## src/rtl/iomem_timer.sv

```systemverilog
// -----------------------------------------------------------------------------
// iomem_timer
//
// Multi-channel periodic / one-shot timer on a simple valid/ready memory bus.
// Each channel has a free-running counter that compares against a programmable
// PERIOD. When the counter reaches PERIOD the channel output q toggles, the
// counter restarts from zero and the channel's sticky EXPIRED flag is set.
//
// Register map (per channel, channel = addr[7:4], register = addr[3:2]):
//   0 CTRL   : bit0 EN, bit1 ONESHOT, bit2 IE, bit3 Q (read-only)
//   1 PERIOD : [WIDTH-1:0], byte-writable through iomem_wstrb
//   2 COUNT  : read-only
//   3 STATUS : bit0 EXPIRED, write 1 to clear
//
// Configuration macro:
//   IOMEM_TIMER_IRQ_EN  defined   -> irq is the registered OR of EXPIRED & IE
//                       undefined -> irq tied low, IE reads 0, IE writes ignored
//
// Ports:
//   clk          in   single clock, rising edge
//   reset        in   synchronous, active-high reset
//   iomem_valid  in   bus request valid
//   iomem_wstrb  in   [3:0] byte write strobes, 0 means read
//   iomem_addr   in   [31:0] address; [31:24] selects this peripheral
//   iomem_wdata  in   [31:0] write data
//   iomem_ready  out  one-cycle registered acknowledge
//   iomem_rdata  out  [31:0] registered read data
//   q            out  [CHANNELS-1:0] per-channel toggle outputs
//   irq          out  interrupt request
// -----------------------------------------------------------------------------
module iomem_timer #(
    parameter int         CHANNELS = 4,
    parameter int         WIDTH    = 24,
    parameter logic [7:0] ADDR_HI  = 8'h05
) (
    input  logic                clk,
    input  logic                reset,
    input  logic                iomem_valid,
    input  logic [3:0]          iomem_wstrb,
    input  logic [31:0]         iomem_addr,
    input  logic [31:0]         iomem_wdata,
    output logic                iomem_ready,
    output logic [31:0]         iomem_rdata,
    output logic [CHANNELS-1:0] q,
    output logic                irq
);

`ifdef IOMEM_TIMER_IRQ_EN
    localparam logic IRQ_EN = 1'b1;
`else
    localparam logic IRQ_EN = 1'b0;
`endif

    localparam logic [1:0]       REG_CTRL   = 2'd0;
    localparam logic [1:0]       REG_PERIOD = 2'd1;
    localparam logic [1:0]       REG_COUNT  = 2'd2;
    localparam logic [1:0]       REG_STATUS = 2'd3;
    localparam logic [4:0]       CH_LIMIT   = 5'(CHANNELS);
    localparam logic [WIDTH-1:0] COUNT_ONE  = WIDTH'(1);

    // ------------------------------------------------------------------
    // State
    // ------------------------------------------------------------------
    logic                ready_q,   ready_d;
    logic [31:0]         rdata_q,   rdata_d;
    logic                irq_q,     irq_d;
    logic [CHANNELS-1:0] en_q,      en_d;
    logic [CHANNELS-1:0] oneshot_q, oneshot_d;
    logic [CHANNELS-1:0] ie_q,      ie_d;
    logic [CHANNELS-1:0] q_q,       q_d;
    logic [CHANNELS-1:0] expired_q, expired_d;
    logic [WIDTH-1:0]    period_q   [CHANNELS];
    logic [WIDTH-1:0]    period_d   [CHANNELS];
    logic [WIDTH-1:0]    count_q    [CHANNELS];
    logic [WIDTH-1:0]    count_d    [CHANNELS];

    // ------------------------------------------------------------------
    // Bus decode
    // ------------------------------------------------------------------
    logic       sel;
    logic       is_write;
    logic       ch_valid;
    logic [3:0] ch_idx;
    logic [1:0] reg_idx;

    // Blocking the select while ready_q is high keeps a held request from
    // being acknowledged twice in a row.
    assign sel      = iomem_valid && !ready_q && (iomem_addr[31:24] == ADDR_HI);
    assign ch_idx   = iomem_addr[7:4];
    assign reg_idx  = iomem_addr[3:2];
    assign is_write = |iomem_wstrb;
    assign ch_valid = ({1'b0, ch_idx} < CH_LIMIT);

    // Address bits that carry no meaning for this peripheral.
    logic unused_addr_bits;
    assign unused_addr_bits = ^{iomem_addr[23:8], iomem_addr[1:0]};

    // ------------------------------------------------------------------
    // Fetch the addressed channel's registers (zero for absent channels)
    // ------------------------------------------------------------------
    logic             sel_en, sel_oneshot, sel_ie, sel_qbit, sel_expired;
    logic [WIDTH-1:0] sel_period;
    logic [WIDTH-1:0] sel_count;

    always_comb begin
        // NOTE: every combinational output gets a default before any
        // conditional assignment, so no path can leave it unassigned and
        // infer a latch.
        sel_en      = 1'b0;
        sel_oneshot = 1'b0;
        sel_ie      = 1'b0;
        sel_qbit    = 1'b0;
        sel_expired = 1'b0;
        sel_period  = '0;
        sel_count   = '0;
        for (int c = 0; c < CHANNELS; c++) begin
            if (ch_idx == 4'(c)) begin
                sel_en      = en_q[c];
                sel_oneshot = oneshot_q[c];
                sel_ie      = ie_q[c];
                sel_qbit    = q_q[c];
                sel_expired = expired_q[c];
                sel_period  = period_q[c];
                sel_count   = count_q[c];
            end
        end
    end

    // ------------------------------------------------------------------
    // Read data and PERIOD byte-merge
    // ------------------------------------------------------------------
    logic [31:0] rd_value;
    logic [31:0] period_word;

    always_comb begin
        rd_value = '0;
        if (ch_valid) begin
            case (reg_idx)
                REG_CTRL:   rd_value[3:0]       = {sel_qbit, sel_ie, sel_oneshot, sel_en};
                REG_PERIOD: rd_value[WIDTH-1:0] = sel_period;
                REG_COUNT:  rd_value[WIDTH-1:0] = sel_count;
                REG_STATUS: rd_value[0]         = sel_expired;
                default:    rd_value            = '0;
            endcase
        end

        // Only strobed bytes change; bytes above WIDTH fall away on truncation.
        period_word = 32'(sel_period);
        for (int b = 0; b < 4; b++) begin
            if (iomem_wstrb[b]) begin
                period_word[8*b +: 8] = iomem_wdata[8*b +: 8];
            end
        end
    end

    always_comb begin
        ready_d = sel;
        rdata_d = sel ? rd_value : rdata_q;
    end

    // ------------------------------------------------------------------
    // Channel next-state
    // ------------------------------------------------------------------
    logic [CHANNELS-1:0] expire;
    logic [CHANNELS-1:0] wr_hit;

    always_comb begin
        expire = '0;
        wr_hit = '0;
        for (int c = 0; c < CHANNELS; c++) begin
            en_d[c]      = en_q[c];
            oneshot_d[c] = oneshot_q[c];
            ie_d[c]      = ie_q[c];
            q_d[c]       = q_q[c];
            expired_d[c] = expired_q[c];
            period_d[c]  = period_q[c];
            count_d[c]   = count_q[c];

            // ">=" rather than "==" so lowering PERIOD below the running
            // count expires at once instead of wrapping through 2^WIDTH.
            expire[c] = en_q[c] && (count_q[c] >= period_q[c]);
            wr_hit[c] = sel && is_write && ch_valid && (ch_idx == 4'(c));

            if (expire[c]) begin
                q_d[c]     = ~q_q[c];
                count_d[c] = '0;
                if (oneshot_q[c]) begin
                    en_d[c] = 1'b0;
                end
            end else if (en_q[c]) begin
                count_d[c] = count_q[c] + COUNT_ONE;
            end

            // A CTRL write overrides the timer's own EN/COUNT update: setting
            // EN restarts from zero, clearing EN freezes the count where it
            // was. The toggle computed above still happens.
            if (wr_hit[c] && (reg_idx == REG_CTRL) && iomem_wstrb[0]) begin
                en_d[c]      = iomem_wdata[0];
                oneshot_d[c] = iomem_wdata[1];
                ie_d[c]      = IRQ_EN && iomem_wdata[2];
                count_d[c]   = iomem_wdata[0] ? '0 : count_q[c];
            end

            if (wr_hit[c] && (reg_idx == REG_PERIOD)) begin
                period_d[c] = period_word[WIDTH-1:0];
            end

            if (wr_hit[c] && (reg_idx == REG_STATUS) && iomem_wstrb[0] && iomem_wdata[0]) begin
                expired_d[c] = 1'b0;
            end

            // Set after the clear so an expiry in the same cycle wins.
            if (expire[c]) begin
                expired_d[c] = 1'b1;
            end
        end
    end

`ifdef IOMEM_TIMER_IRQ_EN
    always_comb irq_d = |(expired_q & ie_q);
`else
    always_comb irq_d = 1'b0;
`endif

    // ------------------------------------------------------------------
    // Registers
    // ------------------------------------------------------------------
    always_ff @(posedge clk) begin
        // NOTE: sequential state uses non-blocking assignments only, so every
        // flop samples the pre-edge value of every other flop.
        if (reset) begin
            ready_q   <= 1'b0;
            rdata_q   <= '0;
            irq_q     <= 1'b0;
            en_q      <= '0;
            oneshot_q <= '0;
            ie_q      <= '0;
            q_q       <= '0;
            expired_q <= '0;
            // NOTE: these per-channel arrays are architectural registers the
            // software sees after reset, so they are cleared like any flop
            // rather than treated as uninitialised storage.
            for (int c = 0; c < CHANNELS; c++) begin
                period_q[c] <= '0;
                count_q[c]  <= '0;
            end
        end else begin
            ready_q   <= ready_d;
            rdata_q   <= rdata_d;
            irq_q     <= irq_d;
            en_q      <= en_d;
            oneshot_q <= oneshot_d;
            ie_q      <= ie_d;
            q_q       <= q_d;
            expired_q <= expired_d;
            period_q  <= period_d;
            count_q   <= count_d;
        end
    end

    assign iomem_ready = ready_q;
    assign iomem_rdata = rdata_q;
    assign q           = q_q;
    assign irq         = irq_q;

endmodule

```

## config.mk

```make
export PLATFORM = sky130hd
export DESIGN_NAME = iomem_timer
export DESIGN_NICKNAME = d
export VERILOG_FILES = /design/src/rtl/iomem_timer.sv
export SDC_FILE = /design/constraint.sdc
export NUM_CORES = 1
export LEC_CHECK = 0
export CAP_MARGIN = 10
export CORE_MARGIN = 2
export CORE_UTILIZATION = 60
export CTS_BUF_LIST = sky130_fd_sc_hd__clkbuf_4
export DETAILED_ROUTE_END_ITERATION = 10
export GPL_ROUTABILITY_DRIVEN = 1
export PLACE_DENSITY = 0.81
export SKIP_LAST_GASP = 1
export SLEW_MARGIN = 20
export SYNTH_ARGS = -nofsm -noshare
export SYNTH_HDL_FRONTEND = slang
export SYNTH_SLANG_ARGS = --single-unit
export TNS_END_PERCENT = 100
```

## constraint.sdc

```tcl
create_clock -name clk -period 7.05 [get_ports clk]
set_input_delay 1.0575 -clock clk [delete_from_list [all_inputs] [get_ports clk]]
set_output_delay 1.0575 -clock clk [all_outputs]
set_load 0.02 [all_outputs]
```

==> impl.org <==
** Outcome
- The run finished with clean final reports.

** Floorplan
- In this run the vertical extent of the chip is 156.2 um.
- ~110 I/O pins were placed.
- The region available for standard cell placement spans between 0.02 and 0.025 mm2.
- Initial core utilization :: 0.6117
- The floorplan step set the die width to about 160 um.
- The floorplan step defined a die boundary enclosing 0.02438 mm2.
- After floorplanning, the core was divided into 55 placement rows.

** Power
- In this run the power density over the cells is 173.9 mW/mm2.
- Combinational fraction of design power :: 0.054
- Fraction of power consumed by the clock network :: 0.460
- Cell internal pwr :: just over 2000 uW
- Register share of total power :: 0.487
- After layout, the design draws a total of around 2700 uW.
- Switching share of total power :: 0.2534
- Switching power summed over all nets :: ~690 uW
- The analysis attributes to cell leakage a power of approximately 0.0055 uW.
- VDD IR-drop max :: between 0.1 and 0.15 mV

** STA
- Of the available clock period, the critical path in the final layout requires 0.5847.
- Hold is met by roughly 450 ps.
- Total Negative Setup Slacks :: 0 ps
- Slew at the pin closest to its max-slew limit :: 1087 ps
- In this run the tightest slew margin relative to its limit is 0.2751.
- The final max-slew violation count is 0.
- The final hold violation count is 0.
- Setup WS post-layout :: slightly below 3000 ps
- Setup violations remaining at the end of the flow were counted as 0.
- Setup repair after global routing left no endpoint under its margin.
- Subtracting the final worst setup slack from the clock period gives roughly 4100 ps.
- Timing would allow up to 0.2426 GHz.
- Between clock sinks in the finished design, the worst skew comes to roughly 43 ps.

** Clock tree
- The cell sitting at the root of the clock tree is a sky130_fd_sc_hd__clkbuf_4.
- In this run the number of H-tree levels came out at 3.
- Post-CTS timing repair inserted 0 buffers for setup.
- Cts hold-fix bufs :: 0
- TritonCTS Buffers :: 66
- Number of buffers between clock root and the deepest sink :: 3
- For the worst-skew pair, the clock arrives at the later sink with an insertion delay of approximately 700 ps.
- Clock transition at the registers of the reported paths :: roughly 50 ps
- Clock tree synthesis found a total of around 230 sinks.
- TritonCTS built the clock tree.
- Once the clock tree was built, the resizer swapped 0 gates to a different size.

** Layout
- In the final layout, flip-flops and latches occupy roughly 0.0047 mm2.
- Relative to the synthesized area, the layout overhead comes to 11.97%.
- Non-Filler Cell Area, Final :: about 0.016 mm2
- After the last flow step, the layout net total stands at just under 2000.
- Area of the multi-input gates :: between 0.008 and 0.009 mm2
- Filler Cell Count :: approximately 1900
- Of the cells placed in the final design, the portion with a size suffix greater than 1 is 0.09590.

** Critical path
- STA classifies the critical path startpoint as a primary input.
- The worst setup path is captured at a flip-flop.
- Worst Path Required :: 7590 ps
- Crit path DAT :: 4660 ps
- Of all nets on the critical path, the largest fanout is 9.
- The setup path with the least slack is of type primary input to flip-flop.

** Placement
- At the placement stage, the worst setup path has a slack of approximately 2100 ps.
- Standard cell area after detailed placement :: roughly 0.015 mm2
- HPWL Detailed :: roughly 32000 um
- Routability-driven placement finished with a final weighted congestion of between 0.9 and 1.
- Count of input and output buffers :: between 70 and 80

** Logic synthesis
- The mapped netlist covers roughly 0.014 mm2.
- Synth Area per Inst :: a little over 8 um2
- Yosys printed 0 warnings.
- Counting distinct cell types in the post-synthesis netlist gives between 60 and 70.
- sky130_fd_sc_hd__dfxtp_1 is the most common cell in the netlist.
- Most common library cells after synthesis :: sky130_fd_sc_hd__dfxtp_1 (233), sky130_fd_sc_hd__nand2_1 (193), sky130_fd_sc_hd__nor2_1 (138)
- Yosys attributes the largest share of cell area to sky130_fd_sc_hd__dfxtp_1 (34%), sky130_fd_sc_hd__ha_1 (9.5%), sky130_fd_sc_hd__nand2_1 (5.2%), sky130_fd_sc_hd__mux4_2 (4.9%), sky130_fd_sc_hd__o21ai_0 (4.9%).
- In the synthesized netlist the async set-or-reset flop fraction comes to 0.
- Most used flip-flop cell after synthesis :: sky130_fd_sc_hd__dfxtp_1
- Flip-flop and latch count after synthesis :: around 230
- Mapped Cells :: roughly 1700
- Area share of the leading cell type in the synthesized netlist :: 0.3358
- For this run, the register share of the synthesized area comes to 0.3358.
- Cell type with the highest aggregate area in the netlist :: sky130_fd_sc_hd__dfxtp_1
- Number of flops mapped to enable cells by yosys :: 0

** Drt
- Post-detailed-route wirelength per cell :: around 21 um
- Across all layers, the routed design uses 13737 vias.
- Post-route ant nets :: 0
- Dividing the detail-routed via count by the number of cells gives about 6.6.
- The first detailed-routing pass ran for 6 iterations.
- Final Routed Wirelength :: about 45000 um
- Remaining design rule violation count :: 0
- The detailed router finished its first iteration with 1643 violations.

** Run
- Max Cap Violations :: 0

** GRT
- Initial antenna violation count :: 1
- Maximum number of pins on one net before global-route repair :: 65
- The first global-routing pass estimated between 60000 and 70000 um of wire.
- Global-route usage over all layers :: 0.3648
- Number of global-route vias before repair :: ~13000
- Global-route congestion overflow total :: 0

** Worst hold path
- Path class of the lowest-slack min-delay path :: flip-flop to flip-flop
## metal layers
layer / GRT usage / wire, um / part of all wire / vias to the layer above
li1: - / - / - / 6232
met1: 0.4875 / 17330 / 0.39 / 6394
met2: 0.5573 / 19440 / 0.43 / 952
met3: 0.08194 / 5893 / 0.13 / 159
met4: 0.1813 / 2096 / 0.047 / 0
met5: 0 / 0 / 0 / -
## path summary, 6_finish.rpt
path,startpoint,slack [ps],to,cells after the start
worst max-delay path,iomem_addr[3],2930,count_q[40]$_SDFFE_PP0P_,9
worst min-delay path,iomem_rdata[17]$_SDFFE_PP0N_,450,iomem_rdata[17]$_SDFFE_PP0N_,2
worst max register to register,period_q[94]$_SDFFE_PP0P_,3670,q[0]$_SDFFE_PP0P_,8
worst min register to register,iomem_rdata[17]$_SDFFE_PP0N_,450,iomem_rdata[17]$_SDFFE_PP0N_,2
## registers in the layout, indices dropped and copies added (netlist names)
name / cells
oneshot_q: 4
en_q: 4
expired_q: 4
period_q: 96
count_q: 96
q: 4
iomem_ready: 1
iomem_rdata: 24
## cells in the final DEF (no fill, tap or decap), types with 4 or more instances in the layout
master,synthesis,final
sky130_fd_sc_hd__inv_1,111,111
sky130_fd_sc_hd__and3_1,17,17
sky130_fd_sc_hd__ha_1,105,105
sky130_fd_sc_hd__nor4_1,12,12
sky130_fd_sc_hd__clkbuf_4,0,98
sky130_fd_sc_hd__xor2_1,50,50
sky130_fd_sc_hd__dfxtp_1,233,233
sky130_fd_sc_hd__o2111ai_1,6,6
sky130_fd_sc_hd__and4_1,16,16
sky130_fd_sc_hd__nor2_1,138,137
sky130_fd_sc_hd__and2_1,10,10
sky130_fd_sc_hd__mux2i_1,33,33
sky130_fd_sc_hd__a31oi_1,18,17
sky130_fd_sc_hd__or3_1,4,4
sky130_fd_sc_hd__xnor2_1,33,33
sky130_fd_sc_hd__o211ai_1,16,16
sky130_fd_sc_hd__nand2_1,193,193
sky130_fd_sc_hd__nand2b_1,8,8
sky130_fd_sc_hd__nor3_1,48,47
sky130_fd_sc_hd__o21ai_0,135,135
sky130_fd_sc_hd__nor2b_1,5,5
sky130_fd_sc_hd__a21oi_1,127,126
sky130_fd_sc_hd__mux4_2,30,30
sky130_fd_sc_hd__clkdlybuf4s50_1,0,70
sky130_fd_sc_hd__nor3b_1,5,5
sky130_fd_sc_hd__a22oi_1,10,10
sky130_fd_sc_hd__a211oi_1,52,52
sky130_fd_sc_hd__nand3_1,54,54
sky130_fd_sc_hd__nand4_1,52,52
sky130_fd_sc_hd__a221o_1,4,4
sky130_fd_sc_hd__buf_4,9,19
sky130_fd_sc_hd__o21a_1,13,13
sky130_fd_sc_hd__a22o_1,7,7
sky130_fd_sc_hd__a21o_1,5,5
sky130_fd_sc_hd__conb_1,1,9
## power by group through the flow
stage                     clock (uW)  combinational [uW]  sequential, uW
after floorplan                    0                83.6            1350
after CTS                       1250                 139            1320
after detailed placement           0                 139            1350
final                           1240                 146            1320
after global placement             0                 138            1350
after global routing            1320                 151            1320
## stage by stage
step                std cells  utilization
finish                   2091       0.6849
CTS                      2087       0.6835
detailed placement       1982       0.6488
global placement         1982       0.6484
global route             2090       0.6848
floorplan                1709            -
## critical path: stages
cell and delay, ps:
sky130_fd_sc_hd__clkdlybuf4s50_1 540, sky130_fd_sc_hd__inv_1 150, sky130_fd_sc_hd__ha_1 440, sky130_fd_sc_hd__nor4bb_1 780, sky130_fd_sc_hd__nand4_1 340, sky130_fd_sc_hd__nor4_1 870
sky130_fd_sc_hd__o211ai_1 220, sky130_fd_sc_hd__xor2_1 210, sky130_fd_sc_hd__nor2_1 50
## cell families after synthesis
kind of cell,Yosys count,share of synthesized area
other cells,1,0.0002700
flops,233,0.3358
mux,66,0.07485
compound gates,414,0.1779
fa+ha+maj,105,0.09458
simple gates,585,0.2032
buf+inv,214,0.06107
xor+xnor,83,0.05233
## area by class of cell
type	instances	share of cell area
Multi-Input combinational cell	1262	0.5433
Tap cell	285	0.02293
Timing Repair Buffer	93	0.05607
Clock inverter	8	0.003861
Antenna cell	2	0.0003218
Clock buffer	97	0.04682
Inverter	111	0.02679
Sequential cell	233	0.2999
Power figures use the tool's default switching activity.
